==> config.mk <==
export PLATFORM = sky130hd
export DESIGN_NAME = div_unit
export DESIGN_NICKNAME = d
export VERILOG_FILES = /design/src/rtl/div_pkg.sv /design/src/rtl/div_step.sv /design/src/rtl/div_unit.sv
export SDC_FILE = /design/constraint.sdc
export NUM_CORES = 1
export LEC_CHECK = 0
export ABC_CLOCK_PERIOD_IN_PS = 3200
export CORE_MARGIN = 2
export CORE_UTILIZATION = 26
export CTS_CLUSTER_SIZE = 28
export DETAILED_ROUTE_END_ITERATION = 16
export PLACE_DENSITY = 0.52
export REMOVE_ABC_BUFFERS = 1
export SLEW_MARGIN = 30
export SYNTH_ARGS = -nofsm -noshare
export SYNTH_HDL_FRONTEND = slang
export SYNTH_HIERARCHICAL = 1
export SYNTH_SLANG_ARGS = --single-unit
==> constraint.sdc <==
create_clock -name clk -period 3.2 [get_ports clk]
set_input_delay 0.64 -clock clk [delete_from_list [all_inputs] [get_ports clk]]
set_output_delay 0.64 -clock clk [all_outputs]
set_load 0.02 [all_outputs]
==> src/rtl/div_pkg.sv <==
// Shared definitions for the iterative integer divider: operation codes,
// FSM state encoding and the default operand width.
package div_pkg;

    localparam int XLEN_DEFAULT = 32;

    typedef enum logic [1:0] {
        OP_DIV  = 2'b00,
        OP_DIVU = 2'b01,
        OP_REM  = 2'b10,
        OP_REMU = 2'b11
    } div_op_e;

    typedef enum logic [1:0] {
        ST_IDLE = 2'b00,
        ST_PREP = 2'b01,
        ST_CALC = 2'b10,
        ST_FIN  = 2'b11
    } div_state_e;

    // DIV and REM interpret operands as two's complement.
    function automatic logic op_is_signed(input logic [1:0] op);
        return (op == OP_DIV) || (op == OP_REM);
    endfunction

    function automatic logic op_is_rem(input logic [1:0] op);
        return (op == OP_REM) || (op == OP_REMU);
    endfunction

endpackage

==> src/rtl/div_step.sv <==
// One restoring radix-2 division iteration: shift the next dividend bit into
// the partial remainder, compare against the divisor, subtract when it fits.
module div_step #(
    parameter int XLEN = 32
) (
    input  logic [XLEN-1:0] rem_in,
    input  logic [XLEN-1:0] quo_in,
    input  logic [XLEN-1:0] divisor,
    output logic [XLEN-1:0] rem_out,
    output logic [XLEN-1:0] quo_out
);

    logic [XLEN:0] shifted;
    logic          fits;

    always_comb begin
        shifted = {rem_in, quo_in[XLEN-1]};
        fits    = (shifted >= {1'b0, divisor});
        // When the divisor fits, the difference is below 2^XLEN, so the low
        // XLEN bits of the subtraction are exact.
        if (fits) begin
            rem_out = shifted[XLEN-1:0] - divisor;
        end else begin
            rem_out = shifted[XLEN-1:0];
        end
        quo_out = {quo_in[XLEN-2:0], fits};
    end

endmodule

==> src/rtl/div_unit.sv <==
// Multi-cycle integer divider (DIV/DIVU/REM/REMU), one quotient bit per cycle.
// Define DIV_EARLY_OUT_EN to let divide-by-zero and signed overflow skip CALC.
module div_unit
    import div_pkg::*;
#(
    parameter int XLEN = XLEN_DEFAULT
) (
    input  logic            clk,
    input  logic            reset,
    input  logic            start,
    input  logic [1:0]      op,
    input  logic [XLEN-1:0] rs1_data,
    input  logic [XLEN-1:0] rs2_data,
    input  logic [4:0]      rd_in,
    input  logic            flush,
    output logic            busy,
    output logic            done,
    output logic [XLEN-1:0] result,
    output logic [4:0]      rd_out,
    output logic            reg_write,
    output div_state_e      dbg_state
);

    localparam int CW = $clog2(XLEN);
    localparam logic [XLEN-1:0] MOST_NEG = {1'b1, {(XLEN-1){1'b0}}};

    // Handshake: start is a request sampled only in IDLE (no queueing, no
    // ready); done/reg_write is a single-cycle valid with no back-pressure.

    div_state_e      state;
    div_state_e      state_next;

    logic [1:0]      op_q;
    logic [XLEN-1:0] a_q;
    logic [XLEN-1:0] b_q;
    logic [4:0]      rd_q;
    logic [XLEN-1:0] quo_q;
    logic [XLEN-1:0] rem_q;
    logic [XLEN-1:0] dvsr_q;
    logic            q_neg_q;
    logic            r_neg_q;
    logic [CW-1:0]   cnt_q;
    logic [XLEN-1:0] result_q;
    logic [4:0]      rd_out_q;

    logic            is_signed;
    logic            div_zero;
    logic            sgn_ovf;
    logic            early_out;
    logic [XLEN-1:0] a_abs;
    logic [XLEN-1:0] b_abs;
    logic [XLEN-1:0] quo_nx;
    logic [XLEN-1:0] rem_nx;
    logic [XLEN-1:0] quo_fin;
    logic [XLEN-1:0] rem_fin;
    logic [XLEN-1:0] fin_value;

    assign is_signed = op_is_signed(op_q);
    assign div_zero  = (b_q == '0);
    assign sgn_ovf   = is_signed && (a_q == MOST_NEG) && (b_q == '1);
    assign a_abs     = (is_signed && a_q[XLEN-1]) ? -a_q : a_q;
    assign b_abs     = (is_signed && b_q[XLEN-1]) ? -b_q : b_q;

`ifdef DIV_EARLY_OUT_EN
    assign early_out = div_zero || sgn_ovf;
`else
    assign early_out = 1'b0;
`endif

    div_step #(
        .XLEN(XLEN)
    ) u_step (
        .rem_in (rem_q),
        .quo_in (quo_q),
        .divisor(dvsr_q),
        .rem_out(rem_nx),
        .quo_out(quo_nx)
    );

    // Special cases are resolved from the captured operands so the result is
    // correct whether or not CALC ran.
    always_comb begin
        quo_fin = q_neg_q ? -quo_q : quo_q;
        rem_fin = r_neg_q ? -rem_q : rem_q;
        if (div_zero) begin
            quo_fin = '1;
            rem_fin = a_q;
        end else if (sgn_ovf) begin
            quo_fin = a_q;
            rem_fin = '0;
        end
        fin_value = op_is_rem(op_q) ? rem_fin : quo_fin;
    end

    always_comb begin
        state_next = state;
        case (state)
            ST_IDLE: begin
                if (start && !flush) state_next = ST_PREP;
            end
            ST_PREP: begin
                if (flush)          state_next = ST_IDLE;
                else if (early_out) state_next = ST_FIN;
                else                state_next = ST_CALC;
            end
            ST_CALC: begin
                if (flush)             state_next = ST_IDLE;
                else if (cnt_q == '0)  state_next = ST_FIN;
            end
            ST_FIN: begin
                state_next = ST_IDLE;
            end
            default: state_next = ST_IDLE;
        endcase
    end

    always_ff @(posedge clk) begin
        if (reset) begin
            state    <= ST_IDLE;
            op_q     <= '0;
            a_q      <= '0;
            b_q      <= '0;
            rd_q     <= '0;
            quo_q    <= '0;
            rem_q    <= '0;
            dvsr_q   <= '0;
            q_neg_q  <= 1'b0;
            r_neg_q  <= 1'b0;
            cnt_q    <= '0;
            result_q <= '0;
            rd_out_q <= '0;
        end else begin
            state <= state_next;
            case (state)
                ST_IDLE: begin
                    if (start && !flush) begin
                        op_q <= op;
                        a_q  <= rs1_data;
                        b_q  <= rs2_data;
                        rd_q <= rd_in;
                    end
                end
                ST_PREP: begin
                    quo_q   <= a_abs;
                    dvsr_q  <= b_abs;
                    rem_q   <= '0;
                    q_neg_q <= is_signed && (a_q[XLEN-1] ^ b_q[XLEN-1]);
                    r_neg_q <= is_signed && a_q[XLEN-1];
                    cnt_q   <= CW'(XLEN - 1);
                end
                ST_CALC: begin
                    quo_q <= quo_nx;
                    rem_q <= rem_nx;
                    cnt_q <= (cnt_q == '0) ? '0 : cnt_q - CW'(1);
                end
                ST_FIN: begin
                    if (!flush) begin
                        result_q <= fin_value;
                        rd_out_q <= rd_q;
                    end
                end
                default: ;
            endcase
        end
    end

    // The result is presented in the FIN cycle itself and then held.
    assign done      = (state == ST_FIN) && !flush && !reset;
    assign reg_write = done;
    assign busy      = (state != ST_IDLE);
    assign result    = done ? fin_value : result_q;
    assign rd_out    = done ? rd_q : rd_out_q;
    assign dbg_state = state;

endmodule

Word-level counts from Yosys, hierarchy flattened
Index checks and enable logic that the tools add are counted.
Operators by class
  add/sub/neg operators: 6
  multipliers: 0
  divide/modulo/power cells: 0
  order comparisons: 1
  equal/unequal tests: 9
  shifts and indexed selects: 0
  muxes and demuxes: 21
  bitwise gates (word level): 2
  reduce and logical (&&, ||, !) cells: 21
Operators with widths (number)
  $mux W32: 11
  $neg A32 Y32: 4
  $pmux W32 S2: 2
  $eq A32 B32 Y1 const B: 2
  $ge A33 B32 Y1: 1
  $logic_not A32 Y1: 1
  $sub A32 B32 Y32: 1
  $mux W5: 2
  $pmux W5 S2: 1
  $eq A2 B2 Y1 const B: 4
  $logic_and A1 B1 Y1: 8
  $mux W2: 4
  $pmux W2 S4: 1
  $reduce_and A2 Y1: 3
  $logic_not A5 Y1: 1
  $sub A5 B1 Y5 const B: 1
  $logic_not A2 Y1: 2
  $reduce_bool A2 Y1: 2
  $ne A3 B3 Y1 const B: 1
  $eq A2 B1 Y1 const B: 1
  $logic_not A1 Y1: 2
  $logic_or A1 B1 Y1: 2
  $ne A2 B2 Y1 const B: 1
  $not A1 Y1: 1
  $xor A1 B1 Y1: 1
Word-level totals
  flip-flop bits (word level): 213
  bits in latches: 0
  bits in writable memories: 0
  memory bits (read-only): 0
  input bits: 75
  memories: 0

Logic depth before layout (Yosys ltp)
  depth in word-level cells: 8
  gate-level depth with buffers: 16
  depth with buffers taken out: 14

Hierarchy
The synthesis kept the hierarchy.
Modules (own cells, without submodules)
  div_unit: times used 1, cells an instance 1562, area each 11971.5 um2
  div_step: times used 1, cells an instance 358, area each 2582.5 um2

Least setup slack after synthesis
Ideal clock, no wire load.
  kind: reg2out
  from: reg a_q[20]
  to: out result[1]
  arrival: 2387 ps
  data required time: 2560 ps
  slack: 173 ps
  stages on the path, launching flop included: 10
  path through: dfxtp_1 > or4_1 > buf_2 > nor3_1 > and4_1 > buf_4 > and2_1 > buf_4 > a211oi_1 > o31ai_1
Between the ends
  word-level cells in the longest chain between the ends: 7
  elaborated cells between the ends (all ways): 9
  classes of those cells: 1 x eq/ne; 6 x mux; 2 x reduce/logical
RTL lines
  start: declaration: line div_unit.sv:34  | logic [XLEN-1:0] a_q;
  start signal: assignment: line div_unit.sv:138  | a_q <= rs1_data;
  $eq A32 B32 Y1 *: line div_unit.sv:60  | assign sgn_ovf = is_signed && (a_q == MOST_NEG) && (b_q == '1);
  $logic_and A1 B1 Y1 * (2 in a row): line div_unit.sv:60
  $mux W32: line div_unit.sv:88  | end else if (sgn_ovf) begin
  $mux W32: line div_unit.sv:85  | if (div_zero) begin
  $mux W32 *: line div_unit.sv:92  | fin_value = op_is_rem(op_q) ? rem_fin : quo_fin;
  $mux W32 *: line div_unit.sv:171  | assign result = done ? fin_value : result_q;
  end: declaration: line div_unit.sv:18  | output logic [XLEN-1:0] result,
Mark *: on every way between the ends. The rest lies on a longest branch, timed or not.

Final worst setup path
  from: reg a_q[23]
  to: out result[11]
The elaborated chain is that of the path after synthesis.

==> metrics <==
cts hold-fix bufs 0; share of post-route cells with drive strength above 1 0.304; WS Path Type register to output pin; First DRT Iteration DRCs 851; Core ar. 55200 sq um; WL per Instance 17.0 um; Port Buffer Count 116; top_reg_cell synth dfxtp_1; root buf cell clkbuf_16; worst slew pin tran 0.680 ns; gpl congestion 0.883; Avg Cell Area, Syn 7.58 sq um; Setup crit start kind register; Yosys reg bits 213; synthesized area 14600 sq um; CTS Sinks 213; P per Cell Area 457 nW/um^2; most frequent CP cell buf_6; Clock Skews 0.0221 ns; met3 Usage GRT 0.0212; CP arrival 2.93 ns; DIE AREA 57900 sq um; HPWL after DPL 38600 um; Die Span X 241 um; H-tree depth 1; fin crit share 1.11; Fin. Hold Viols 0; Worst Setup Slack, final -0.365 ns; pin count of the biggest net entering global routing 135; Distinct cells, synth 89; Avg Vias per Cell 4.92; clock slew at reported path FFs 0.06 ns; sequential element share of the synthesized area 0.293; Area Overhead vs Synth 47.4%; layer with the highest usage met2; Starting Density 0.264; max_cap viols 0; routed vias 15000; CP top delay family simple AND/OR/NAND/NOR gates; DR pass1 iterations 7; # IOs 117; status complete, but fails checks; RSZ-0062 raised after global routing true; warnings from Yosys 6; CP Capture Type output pin; final setup fails 32; Hold Slack 0.450 ns; worst hold path class register to register; violations in the final reports setup timing; initial antenna violation count 0; antenna cell count 0; Final Instance Area 21500 sq um; CTS buffer count 29; total track usage 0.174; slowest cell delay on critical path 0.58 ns; peak fanout along the critical path 5; FFs w/ async S/R, synth 0; DP Area 18700 sq um; Clock Tree Buf Depth 3; Cell Count, Final, Fillers Out 3044; first-pass GRT wire length 79900 um; total gr overflow 0; Clock Latency Late Sink 0.59 ns; fin nets 2392; vias in the first global route 14600; WP data required 2.56 ns; Final Critical Period 3.57 ns; M1 GR Usage 0.226; Final Power 0.00980 W; Slew Viols, Final 0; Post-Route WL 51800 um; Crit-path slowest cell or4_4; Gate Count Post-Synth 1920; number of flops mapped to enable cells by yosys 0; Post-DRT Antenna Nets 0; Peak Freq 280 MHz; dpl cells 2969; final core occ 0.389; WP buf/inv 4; peak supply drop 0.438 mV; met2 usage 0.300; CP Cell Sequence or4_4 > nor3_2 > buf_4 > and4_4 > and2_4 > buf_6 > buf_6 > o311a_4 > o31ai_4 > buf_6; Die Height 241 um; Leak 8.62 nW; cell row count 86; DRC viols 0; Slew Limit Headroom 0.547; TritonCTS clock tree done
-- path summary, 6_finish.rpt --
| check | from | slack [ns] | cells past startpoint | endpoint |
|---|---|---|---|---|
| hold reg to reg | result_q[16]$_SDFFE_PP0P_ | 0.45 | 2 | result_q[16]$_SDFFE_PP0P_ |
| setup / recovery | a_q[23]$_SDFFE_PP0P_ | -0.37 | 10 | result[11] |
| hold / removal | result_q[16]$_SDFFE_PP0P_ | 0.45 | 2 | result_q[16]$_SDFFE_PP0P_ |
| setup reg to reg | quo_q[31]$_SDFFE_PP0P_ | 0.09 | 14 | rem_q[30]$_SDFFE_PP0P_ |
-- synth_stat cells, types with 6 or more instances --
cell	count	area [sq um]
nand2b_1	32	200
and3_1	9	56.3
nand2_1	286	1070
o21a_1	6	45.0
buf_2	14	70.1
o21ai_0	85	425
or3_1	12	75.1
nor4_1	21	131
nor3_1	40	200
o31ai_1	67	503
inv_1	77	289
a211oi_1	31	233
dfxtp_1	213	4260
nor2_1	136	510
or4_1	8	60.1
a21oi_1	193	966
mux2_4	21	315
o21ai_1	12	60.1
buf_1	9	33.8
a221oi_1	20	175
mux2i_1	27	270
a21o_1	19	143
a31oi_1	28	175
buf_4	37	278
nor2b_1	42	263
xnor2_1	103	902
nand3_1	23	115
nand4_1	27	169
o41ai_1	12	105
and2_1	9	56.3
clkbuf_1	104	390
o22ai_1	12	75.1
ha_1	42	526
xor2_1	33	289
-- worst reg2reg max path, cell delays in order, from the launching register on --
cell and delay [ns]:
dfxtp_2 0.35, inv_2 0.06, ha_4 0.16, fa_2 0.42, nor2b_4 0.13, o31a_1 0.21, o41ai_4 0.09, o31a_1 0.34
o31ai_4 0.30, a21oi_4 0.12, o31ai_2 0.25, xor2_1 0.10, mux2_4 0.27, a21oi_2 0.13, nor2_1 0.04
-- cell families (layout without fill, tap and decap cells) --
logic type      after synthesis  in the layout  synth area share
simple gates                676            676             0.222
compound gates              552            552             0.245
buf+inv                     249            625            0.0783
flops                       213            213             0.293
xor+xnor                    136            136            0.0818
mux                          51             51            0.0426
fa+ha+maj                    43             43            0.0375
-- repair_timing --
| item | in CTS | in global routing |
|---|---|---|
| hold endpoints to repair | 0 | 0 |
| pin swaps | 29 | 60 |
| gates resized for setup | 353 | 165 |
| endpoints found under the setup margin | 39 | 60 |
| setup buffers | 13 | 12 |
| gates cloned | 2 | 1 |
-- state kept, by name, indices dropped and copies added, names as in the netlist --
name       flops
op_q           2
rd_q           5
q_neg_q        1
cnt_q          5
rem_q         32
r_neg_q        1
dvsr_q        32
a_q           32
result_q      32
quo_q         32
rd_out_q       5
b_q           32
dbg_state      2
-- per-stage QoR --
stage	TNS [ns]	setup WS, ns
global route	-12.66	-0.460
floorplan	-54.78	-1.43
detailed placement	-17.38	-0.751
global placement	-17.72	-0.762
finish	-9.58	-0.365
CTS	-10.90	-0.412
-- layout by cell type (no fill, tap or decap), drive strengths merged, types with 42 or more instances in the layout --
cell type / Yosys / routed
dfxtp: 213 / 213
o21ai: 98 / 98
inv: 78 / 82
a21oi: 197 / 197
nor2: 137 / 137
xnor2: 103 / 103
buf: 63 / 409
o31ai: 69 / 69
ha: 42 / 42
nor2b: 42 / 42
clkbuf: 107 / 44
clkdlybuf4s50: 0 / 76
nand2: 287 / 287
-- final cells by class --
class,count,area (sq um)
fillers,5553,33700
multi-input cells,1458,10600
repair buffers,493,4330
flip-flops and latches,213,4290
well taps,748,936
clock buffers,43,848
inverters,79,302
clock inverters,10,135
-- power by group --
group          internal (W)  switching (W)
Sequential          0.00281      0.0000997
Combinational       0.00167        0.00191
Clock               0.00201        0.00131
Total               0.00648        0.00332
-- metal layers --
layer | up-vias | wire [um]
met5 | - | 0
met4 | 0 | 1580
met3 | 87 | 2000
met2 | 302 | 24400
met1 | 7088 | 23700
li1 | 7490 | -
(Power assumes the default switching activity.)
